File: src/rtl/mem_arbiter.sv
// mem_arbiter: shares one block-wide main memory between the I-cache and the D-cache.
// Latency: grant one edge after a request; the cache stall drops in the cycle the memory
//   finishes, followed by one RELEASE cycle before the next grant.
// Backpressure: requesters are held by *_BUSYWAIT until their own transfer is done; memory
//   holds the arbiter with MEM_BUSYWAIT.
//
// Ports:
//   CLK, RESET                     clock (rising edge), asynchronous active-high reset
//   INST_MEM_READ/ADDRESS          I-cache block read request
//   INST_MEM_READDATA/BUSYWAIT     I-cache read block (broadcast) and stall
//   DATA_MEM_READ/WRITE/ADDRESS    D-cache block read / write-back request
//   DATA_MEM_WRITEDATA             D-cache write-back block
//   DATA_MEM_READDATA/BUSYWAIT     D-cache read block (broadcast) and stall
//   MEM_READ/WRITE/ADDRESS/WRITEDATA  registered command, address and data to memory
//   MEM_READDATA/BUSYWAIT          memory read block and busy
//   STAT_I_GRANTS/D_GRANTS/CONFLICTS  saturating counters, present only with ARB_STATS_EN
//
// Optional feature macro: ARB_STATS_EN (grant / conflict statistics counters).
module mem_arbiter #(
  parameter int ADDR_W = 28,
  parameter int DATA_W = 128
`ifdef ARB_STATS_EN
  ,parameter int STAT_W = 32
`endif
) (
  input  logic              CLK,
  input  logic              RESET,
  input  logic              INST_MEM_READ,
  input  logic [ADDR_W-1:0] INST_MEM_ADDRESS,
  output logic [DATA_W-1:0] INST_MEM_READDATA,
  output logic              INST_MEM_BUSYWAIT,
  input  logic              DATA_MEM_READ,
  input  logic              DATA_MEM_WRITE,
  input  logic [ADDR_W-1:0] DATA_MEM_ADDRESS,
  input  logic [DATA_W-1:0] DATA_MEM_WRITEDATA,
  output logic [DATA_W-1:0] DATA_MEM_READDATA,
  output logic              DATA_MEM_BUSYWAIT,
  output logic              MEM_READ,
  output logic              MEM_WRITE,
  output logic [ADDR_W-1:0] MEM_ADDRESS,
  output logic [DATA_W-1:0] MEM_WRITEDATA,
  input  logic [DATA_W-1:0] MEM_READDATA,
  input  logic              MEM_BUSYWAIT
`ifdef ARB_STATS_EN
  ,output logic [STAT_W-1:0] STAT_I_GRANTS
  ,output logic [STAT_W-1:0] STAT_D_GRANTS
  ,output logic [STAT_W-1:0] STAT_CONFLICTS
`endif
);

  localparam logic [1:0] ST_IDLE    = 2'd0;
  localparam logic [1:0] ST_SERVE_I = 2'd1;
  localparam logic [1:0] ST_SERVE_D = 2'd2;
  localparam logic [1:0] ST_RELEASE = 2'd3;

  logic [1:0] r_state;
  logic       r_last_d;   // 1: D-cache owned the previous grant, so I wins the next tie
  logic       r_started;  // memory has acknowledged the current command with busy

  logic w_req_i;
  logic w_req_d;
  logic w_grant_i;
  logic w_grant_d;
  logic w_done;

  assign w_req_i   = INST_MEM_READ;
  assign w_req_d   = DATA_MEM_READ | DATA_MEM_WRITE;
  assign w_grant_i = (r_state == ST_IDLE) && w_req_i && (!w_req_d || r_last_d);
  assign w_grant_d = (r_state == ST_IDLE) && w_req_d && !w_grant_i;
  // Busy low alone is ambiguous before the memory has seen the command; only a
  // busy-high-then-low sequence marks the end of the transfer.
  assign w_done    = r_started && !MEM_BUSYWAIT;

  assign INST_MEM_BUSYWAIT = w_req_i && !((r_state == ST_SERVE_I) && w_done);
  assign DATA_MEM_BUSYWAIT = w_req_d && !((r_state == ST_SERVE_D) && w_done);
  assign INST_MEM_READDATA = MEM_READDATA;
  assign DATA_MEM_READDATA = MEM_READDATA;

  always_ff @(posedge CLK or posedge RESET) begin
    if (RESET) begin
      r_state       <= ST_IDLE;
      r_last_d      <= 1'b1;
      r_started     <= 1'b0;
      MEM_READ      <= 1'b0;
      MEM_WRITE     <= 1'b0;
      MEM_ADDRESS   <= '0;
      MEM_WRITEDATA <= '0;
    end else begin
      case (r_state)
        ST_IDLE: begin
          if (w_grant_i) begin
            MEM_READ    <= 1'b1;
            MEM_WRITE   <= 1'b0;
            MEM_ADDRESS <= INST_MEM_ADDRESS;
            r_last_d    <= 1'b0;
            r_state     <= ST_SERVE_I;
          end else if (w_grant_d) begin
            // READ and WRITE together: the dirty block is written back first.
            MEM_READ      <= !DATA_MEM_WRITE;
            MEM_WRITE     <= DATA_MEM_WRITE;
            MEM_ADDRESS   <= DATA_MEM_ADDRESS;
            MEM_WRITEDATA <= DATA_MEM_WRITEDATA;
            r_last_d      <= 1'b1;
            r_state       <= ST_SERVE_D;
          end
        end
        ST_SERVE_I, ST_SERVE_D: begin
          if (w_done) begin
            MEM_READ  <= 1'b0;
            MEM_WRITE <= 1'b0;
            r_started <= 1'b0;
            r_state   <= ST_RELEASE;
          end else if (MEM_BUSYWAIT) begin
            r_started <= 1'b1;
          end
        end
        // RELEASE: one dead cycle so the finished cache's request is gone before
        // the next arbitration.
        default: r_state <= ST_IDLE;
      endcase
    end
  end

`ifdef ARB_STATS_EN
  localparam logic [STAT_W-1:0] STAT_MAX = {STAT_W{1'b1}};

  always_ff @(posedge CLK or posedge RESET) begin
    if (RESET) begin
      STAT_I_GRANTS  <= '0;
      STAT_D_GRANTS  <= '0;
      STAT_CONFLICTS <= '0;
    end else begin
      if (w_grant_i && (STAT_I_GRANTS != STAT_MAX)) begin
        STAT_I_GRANTS <= STAT_I_GRANTS + 1'b1;
      end
      if (w_grant_d && (STAT_D_GRANTS != STAT_MAX)) begin
        STAT_D_GRANTS <= STAT_D_GRANTS + 1'b1;
      end
      if ((r_state == ST_IDLE) && w_req_i && w_req_d && (STAT_CONFLICTS != STAT_MAX)) begin
        STAT_CONFLICTS <= STAT_CONFLICTS + 1'b1;
      end
    end
  end
`else
  // No statistics counters in this build.
`endif

endmodule

File: config.mk
export PLATFORM = sky130hd
export DESIGN_NAME = mem_arbiter
export DESIGN_NICKNAME = d
export VERILOG_FILES = /design/src/rtl/mem_arbiter.sv
export SDC_FILE = /design/constraint.sdc
export NUM_CORES = 1
export LEC_CHECK = 0
export CAP_MARGIN = 40
export CORE_AREA = 2 2 290 292
export CTS_BUF_LIST = sky130_fd_sc_hd__clkbuf_8
export CTS_CLUSTER_DIAMETER = 80
export DETAILED_ROUTE_END_ITERATION = 8
export DIE_AREA = 0 0 292 294
export SLEW_MARGIN = 5
export SYNTH_ARGS = -nofsm -noshare
export SYNTH_HDL_FRONTEND = slang
export SYNTH_SLANG_ARGS = --single-unit
export TNS_END_PERCENT = 5
File: constraint.sdc
create_clock -name CLK -period 9.96 [get_ports CLK]
set_clock_uncertainty 0.2 [all_clocks]
set_input_delay 1.992 -clock CLK [delete_from_list [all_inputs] [get_ports CLK]]
set_output_delay 1.992 -clock CLK [all_outputs]
set_load 0.005 [all_outputs]
# == After elaboration in Yosys (flattened, before gate mapping) ==
# Cells that the tools add are included.
# word_totals
output_inout_bits,416
regBits,162
word_cells,56
inputBits,318
# classes
eq_ne,4
reduce_logical,26
bitwise,2
mux,17
# ops
op,n
$mux W28,2
$logic_and A1 B1 Y1,9
$mux W1,9
$logic_not A1 Y1,6
$mux W2,3
$reduce_and A2 Y1,3
$reduce_and A3 Y1,2
$reduce_bool A2 Y1,3
$pmux W1 S2,2
$pmux W2 S2,1
$ne A3 B3 Y1 const B,1
$eq A2 B1 Y1 const B,1
$eq A2 B2 Y1 const B,1
$logic_not A2 Y1,1
$ne A2 B2 Y1 const B,1
$reduce_or A2 Y1,1
$logic_or A1 B1 Y1,1
$not A1 Y1,1
$or A1 B1 Y1,1

# == Depth between registers and ports, before layout ==
# Gate-level depths: netlist (run 1).
# logic_depth
depth_word,9
ltp_mapped,8
ltp_nobuf,5

# == Least setup slack after synthesis (run 1) ==
# No wires, ideal clock.
# synth_timing
kind,input to output
startpoint,in INST_MEM_READ
endpoint,out INST_MEM_BUSYWAIT
setup_slack_ps,5403
n_path_buf,1
t_arrival_ps,2365
path_stages,2
path_cell_list,buf_2 -> a21boi_0
# synth_between
elab_chain_cells,1
# synth_rtl
element,line,source
"start, declared",28,"input logic INST_MEM_READ,"
$logic_and A1 B1 Y1,74,assign INST_MEM_BUSYWAIT = w_req_i && !((r_state == ST_SERVE_I) && w_done);
"end, declared",31,"output logic INST_MEM_BUSYWAIT,"
# No other way between the ends.

# == Final worst setup path (run 1) ==
# Same ends and word-level chain as after synthesis.

==> qor.txt, run 1 <==
Slowest cell on crit path: clkdlybuf4s50_1
Row Count: 106
nets: 1,143
Seq cells post-synth: 162
Reg clk slew, reported paths: 0.10 ns
Die X: 292 um
Congestion Overflow GR: 0
crit path from: INST_MEM_READ
YS warnings: 0
number of CTS-inserted buffers: 17
post-route setup TNS: 0 ns
final setup violation count: 0
CP Cell Sequence: clkdlybuf4s50_1, a21boi_0, clkdlybuf4s50_1
CP dominant cell by count: clkdlybuf4s50_1
CTS hold repair buffers: 0
post-route setup slack: 4.223 ns
Post-Route M1 WL: 8614 um
Post-DRT Antenna Nets: 0
CP Data Arrival Time: 3.55 ns
routability cong.: 0.6995
RSZ-0062 raised after global routing: false
vias per cell: 2.828
Tcrit/Tclk final: 57.60%
register-to-register setup slack: 6.59 ns
I/O pin cnt: 734
Post-CTS Setup Repair Bufs: 0
Pins Over Slew Limit: 0
average wire per cell in the routed design: 14.11 um
Synth Instances: 731
worst hold slack: 0.2944 ns
VDD IR max: 0.0001937 V
Yosys top cell area share: 47.30%
Routed Wire Length: 27,020 um
Core ar.: 0.08289 mm2
CTS tree: built
Slew HR: 42.37%
layout cells sized above 1: 21.34%
post-route minimum period: 5.737 ns
max incr delay on CP: 0.71 ns
DRT iter0 DRCs: 119
WP data required: 7.77 ns
worst slack at placement: 4.222 ns
Critical R2R Capture: MEM_WRITEDATA[41]$_DFFE_PP0P_
Area Growth Syn to Fin: 38.22%
library cells used by synthesis: 33
hold crit path type: flop to flop
most frequent cells in the layout: 349 x clkdlybuf4s50_1, 161 x dfrtp_1, 130 x mux2_2, 31 x nor2_1, 30 x a21oi_1
Max-Cap Viols: 0
synth top area cells: dfrtp_1 47%, buf_4 23%, mux2_2 17%
Worst-Skew Late Latency: 0.56 ns
H-tree depth: 4
most common cell after layout, fill and taps aside: clkdlybuf4s50_1
Via Count: 5,416
metal3 WL: 4188 um
global-route wire length before repair: 38,150 um
# resized after CTS: 0
DIE AREA: 0.08585 mm2
synthesized cell area: 0.008517 mm2
Avg Cell Area, Syn: 11.65 um2
dominant synthesized flop cell: dfrtp_1
port bufs: 349
Die Height: 294 um
Post-synth EDFFs: 0
initial core utilization: 10.27%
clk sinks: 162
Total Power: 3.326 mW
final hold vios: 0
antenna violations before repair: 1
CP Launch Type: input pin
CP Max Fanout: 11
sequential fraction of the synthesis area: 47.61%
cell depth of the worst flop-to-flop path: 6
vias in the first global route: 5,885
max frequency: 174.3 MHz
status: finished clean
Fillers: 9,244
crit path capture: INST_MEM_BUSYWAIT
Clock Path Buffers: 2
Worst Path Class, Setup: input pin to primary output
uppermost routed layer: met4
CTS root buf: clkbuf_8
final core occ: 14.20%
Async SR Flop Fraction: 100.0%
CP endpoint kind: primary output
largest net degree at the start of global routing: 71
Pleak: 4.391 nW
drt pass-1 iters: 4
area leader, netlist: dfrtp_1
Worst Tran Pin Value: 0.8645 ns
DP HPWL: 20,970 um
syn_nets: 1,053
Remaining DRCs: 0
total track usage: 6.303%
met2 routed WL: 12,440 um
reg-to-reg startpoint: r_state[0]$_DFFE_PP0P_
P per Cell Area: 282.5 mW/mm2
-- layout make-up --
type / count / area (um2) / share of cell area (%)
repair buffers: 360 / 3616 / 30.72
inverters: 4 / 20.02 / 0.1701
clock inverters: 15 / 190.2 / 1.615
clock buffers: 17 / 234.0 / 1.987
well taps: 1080 / 1351 / 11.48
multi-input cells: 276 / 2303 / 19.57
diodes: 1 / 2.502 / 0.02126
flip-flops and latches: 162 / 4055 / 34.45
-- critical path: cells and delay by family --
family,cells,cell delay [ns]
buf+inv,2,1.26
compound gates,1,0.29
-- metrics by stage --
step / cells / cell area (um2)
floorplan: 731 / 8517
global placement: 1880 / 11290
detailed placement: 1882 / 11350
CTS: 1914 / 11770
global route: 1915 / 11770
finish: 1915 / 11770
-- routing by layer --
metal  vias to the layer above  track usage, %
met4                         0           5.607
met1                      2558           5.176
met5                         -               0
met3                        94           4.592
met2                       384           10.00
li1                       2380               -
-- worst min-delay path by stage --
stage	from	end	slack [ns]	cells after the start
final	r_last_d$_DFFE_PP1P_	r_last_d$_DFFE_PP1P_	0.29	2
after global routing	r_last_d$_DFFE_PP1P_	r_last_d$_DFFE_PP1P_	0.32	2
after CTS	r_last_d$_DFFE_PP1P_	r_last_d$_DFFE_PP1P_	0.30	2
after detailed placement	r_last_d$_DFFE_PP1P_	r_last_d$_DFFE_PP1P_	0.28	2
after global placement	r_last_d$_DFFE_PP1P_	r_last_d$_DFFE_PP1P_	0.28	2
after floorplan	r_last_d$_DFFE_PP1P_	r_last_d$_DFFE_PP1P_	0.25	2
-- registers in the layout, indices dropped and copies added, names as in the netlist --
signal / count
MEM_ADDRESS: 28
MEM_READ: 1
MEM_WRITE: 1
MEM_WRITEDATA: 128
r_last_d: 1
r_started: 1
r_state: 2
-- report_power, final --
group	internal [mW]	leakage, nW	switching (mW)
logic	1.01	2.29	0.608
clock network	0.213	0.212	0.309
registers	0.998	1.89	0.184
-- cells by family (layout without fill, tap and decap cells) --
kind of cell / Yosys count / count (layout) / synth area share (%)
buf+inv: 293 / 396 / 25.55
flops: 162 / 162 / 47.61
mux: 131 / 131 / 17.31
compound gates: 98 / 98 / 6.626
simple gates: 43 / 43 / 2.321
fa+ha+maj: 4 / 4 / 0.5877
other cells: 0 / 1 / 0
-- cells in the mapped netlist, types with 2 or more instances --
library cell	instances
buf_2	11
nand2_1	4
mux2_2	130
inv_1	4
nor2_1	31
o21ai_0	28
a21oi_1	30
a21boi_0	2
a22o_1	2
and2_1	2
ha_1	4
buf_6	12
buf_4	259
dfrtp_1	161
clkbuf_1	6
a31oi_1	28
No activity file was read; power rests on OpenSTA's default activity.
==> run 2, diff against run 1 <==
CORE_AREA = 2 2 282 284   (was 2 2 290 292)
DIE_AREA = 0 0 284 286   (was 0 0 292 294)
clock period = 4.69 ns   (was 9.96 ns; I/O delays follow)
==> qor.txt, run 2 (synthesized netlist as in run 1, its figures left out) <==
Slowest cell on crit path: clkdlybuf4s50_1
Die X: 284 um
hold crit path type: flop to flop
combinational power share: 49.1%
routability cong.: 0.8015
vias per cell: 2.903
CP endpoint kind: primary output
max reg flops: 128
WP data required: 3.55 ns
Routed Wire Length: 28,660 um
H-tree depth: 4
Clock Path Buffers: 2
Worst-Skew Late Latency: 0.56 ns
CP dominant cell by count: clkdlybuf4s50_1
Tcrit/Tclk final: 81.49%
worst slack at placement: 0.4373 ns
antenna violations before repair: 5
post-route minimum period: 3.822 ns
nets: 1,143
Worst Tran Pin Value: 1.204 ns
Max-Cap Viols: 0
Post-CTS Setup Repair Bufs: 0
Congestion Overflow GR: 0
Reg clk slew, reported paths: 0.12 ns
largest net degree at the start of global routing: 73
Pins Over Slew Limit: 0
internal cell power: 4.700 mW
status: finished clean
DRT iter0 DRCs: 129
layout cells sized above 1: 21.46%
CTS hold repair buffers: 0
clk sinks: 162
Via Count: 5,476
Largest Register: MEM_WRITEDATA
worst path bufs/invs: 3
initial core utilization: 10.87%
kind of cell adding the most delay to the critical path: buffers and inverters
VDD IR max: 0.0004562 V
total track usage: 7.056%
# resized after CTS: 0
DP HPWL: 22,270 um
CP Max Fanout: 10
Area Growth Syn to Fin: 37.95%
post-route setup TNS: 0 ns
net switching power: 2.496 mW
average wire per cell in the routed design: 15.20 um
most frequent cells in the layout: 349 x clkdlybuf4s50_1, 161 x dfrtp_1, 130 x mux2_2, 31 x nor2_1, 30 x a21oi_1
Reg power frac: 34.9%
CTS tree: built
RSZ-0062 raised after global routing: false
CP Cell Sequence: clkdlybuf4s50_1, buf_4, a21boi_0, clkdlybuf4s50_1
Post-DRT Antenna Nets: 0
Pleak: 4.386 nW
Regs by FF count: MEM_WRITEDATA x128, MEM_ADDRESS x28, r_state x2
Worst Path Class, Setup: input pin to primary output
Remaining DRCs: 0
Die Height: 286 um
final hold vios: 0
Clock power frac: 16.0%
post-route setup slack: 0.8680 ns
CP Data Arrival Time: 2.68 ns
CTS root buf: clkbuf_8
sw frac: 34.69%
final setup violation count: 0
max frequency: 261.6 MHz
CP Launch Type: input pin
P per Cell Area: 612.5 mW/mm2
Core ar.: 0.07836 mm2
vias in the first global route: 5,954
number of CTS-inserted buffers: 17
Row Count: 103
max incr delay on CP: 0.61 ns
I/O pin cnt: 734
DIE AREA: 0.08122 mm2
global-route wire length before repair: 40,700 um
drt pass-1 iters: 4
port bufs: 349
Total Power: 7.196 mW
most common cell after layout, fill and taps aside: clkdlybuf4s50_1
Slew HR: 19.34%
[run 2: cell types whose count changed in the layout (fill, tap and decap cells not counted), moves of 2 or more]
cell	change
clkinv_4	-4
buf_12	+3
buf_16	-2
clkinv_8	+2
inv_8	+2
[run 2: stage by stage]
| stage | utilization (%) | instances | hold WS [ns] | cell area (um2) |
|---|---|---|---|---|
| floorplan | - | 731 | 0.2546 | 8521 |
| global placement | 14.41 | 1851 | 0.2865 | 11290 |
| detailed placement | 14.44 | 1852 | 0.2915 | 11310 |
| CTS | 14.99 | 1884 | 0.3139 | 11740 |
| global route | 14.99 | 1886 | 0.3256 | 11750 |
| finish | 14.99 | 1886 | 0.3055 | 11750 |
[run 2: area by class of cell]
cell class                 count  area, um2
clock inverter                15      196.4
multi-input combinational    276       2312
timing repair buffer         360       3613
tap                         1050       1314
clock buffer                  17      234.0
fill                        8827      66610
sequential                   162       4055
inverter                       4      18.77
antenna                        2      5.005
[run 2: worst reg2reg max path: stages (launching register included)]
cell	delay [ns]
dfrtp_1	0.43
inv_1	0.08
ha_1	0.37
nand3b_4	0.14
buf_4	0.64
buf_4	0.88
mux2_2	0.48
[run 2: power by group through the flow]
| stage | Clock [mW] | Sequential (mW) | Combinational (mW) |
|---|---|---|---|
| after floorplan | 0 | 2.54 | 1.66 |
| after global placement | 0 | 2.52 | 3.49 |
| after detailed placement | 0 | 2.54 | 3.59 |
| after CTS | 1.27 | 2.52 | 3.60 |
| after global routing | 1.30 | 2.60 | 3.79 |
| final | 1.15 | 2.51 | 3.53 |
[run 2: path summary, 6_finish.rpt]
check	to	slack [ns]	depth (start not counted)	startpoint
worst max-delay path	INST_MEM_BUSYWAIT	0.87	4	INST_MEM_READ
worst min-delay path	r_last_d$_DFFE_PP1P_	0.31	2	r_last_d$_DFFE_PP1P_
worst max register to register	MEM_WRITEDATA[52]$_DFFE_PP0P_	1.35	6	r_state[0]$_DFFE_PP0P_
worst min register to register	r_last_d$_DFFE_PP1P_	0.31	2	r_last_d$_DFFE_PP1P_
max in group asynchronous	r_last_d$_DFFE_PP1P_	2.86	3	RESET
min in group asynchronous	MEM_WRITEDATA[37]$_DFFE_PP0P_	0.60	2	RESET
[run 2: per-layer routing]
metal	track usage (%)	share of wire, %
met1	7.632	39
met2	10.24	43
met3	3.939	12
met4	5.395	6.1
met5	0	0.12
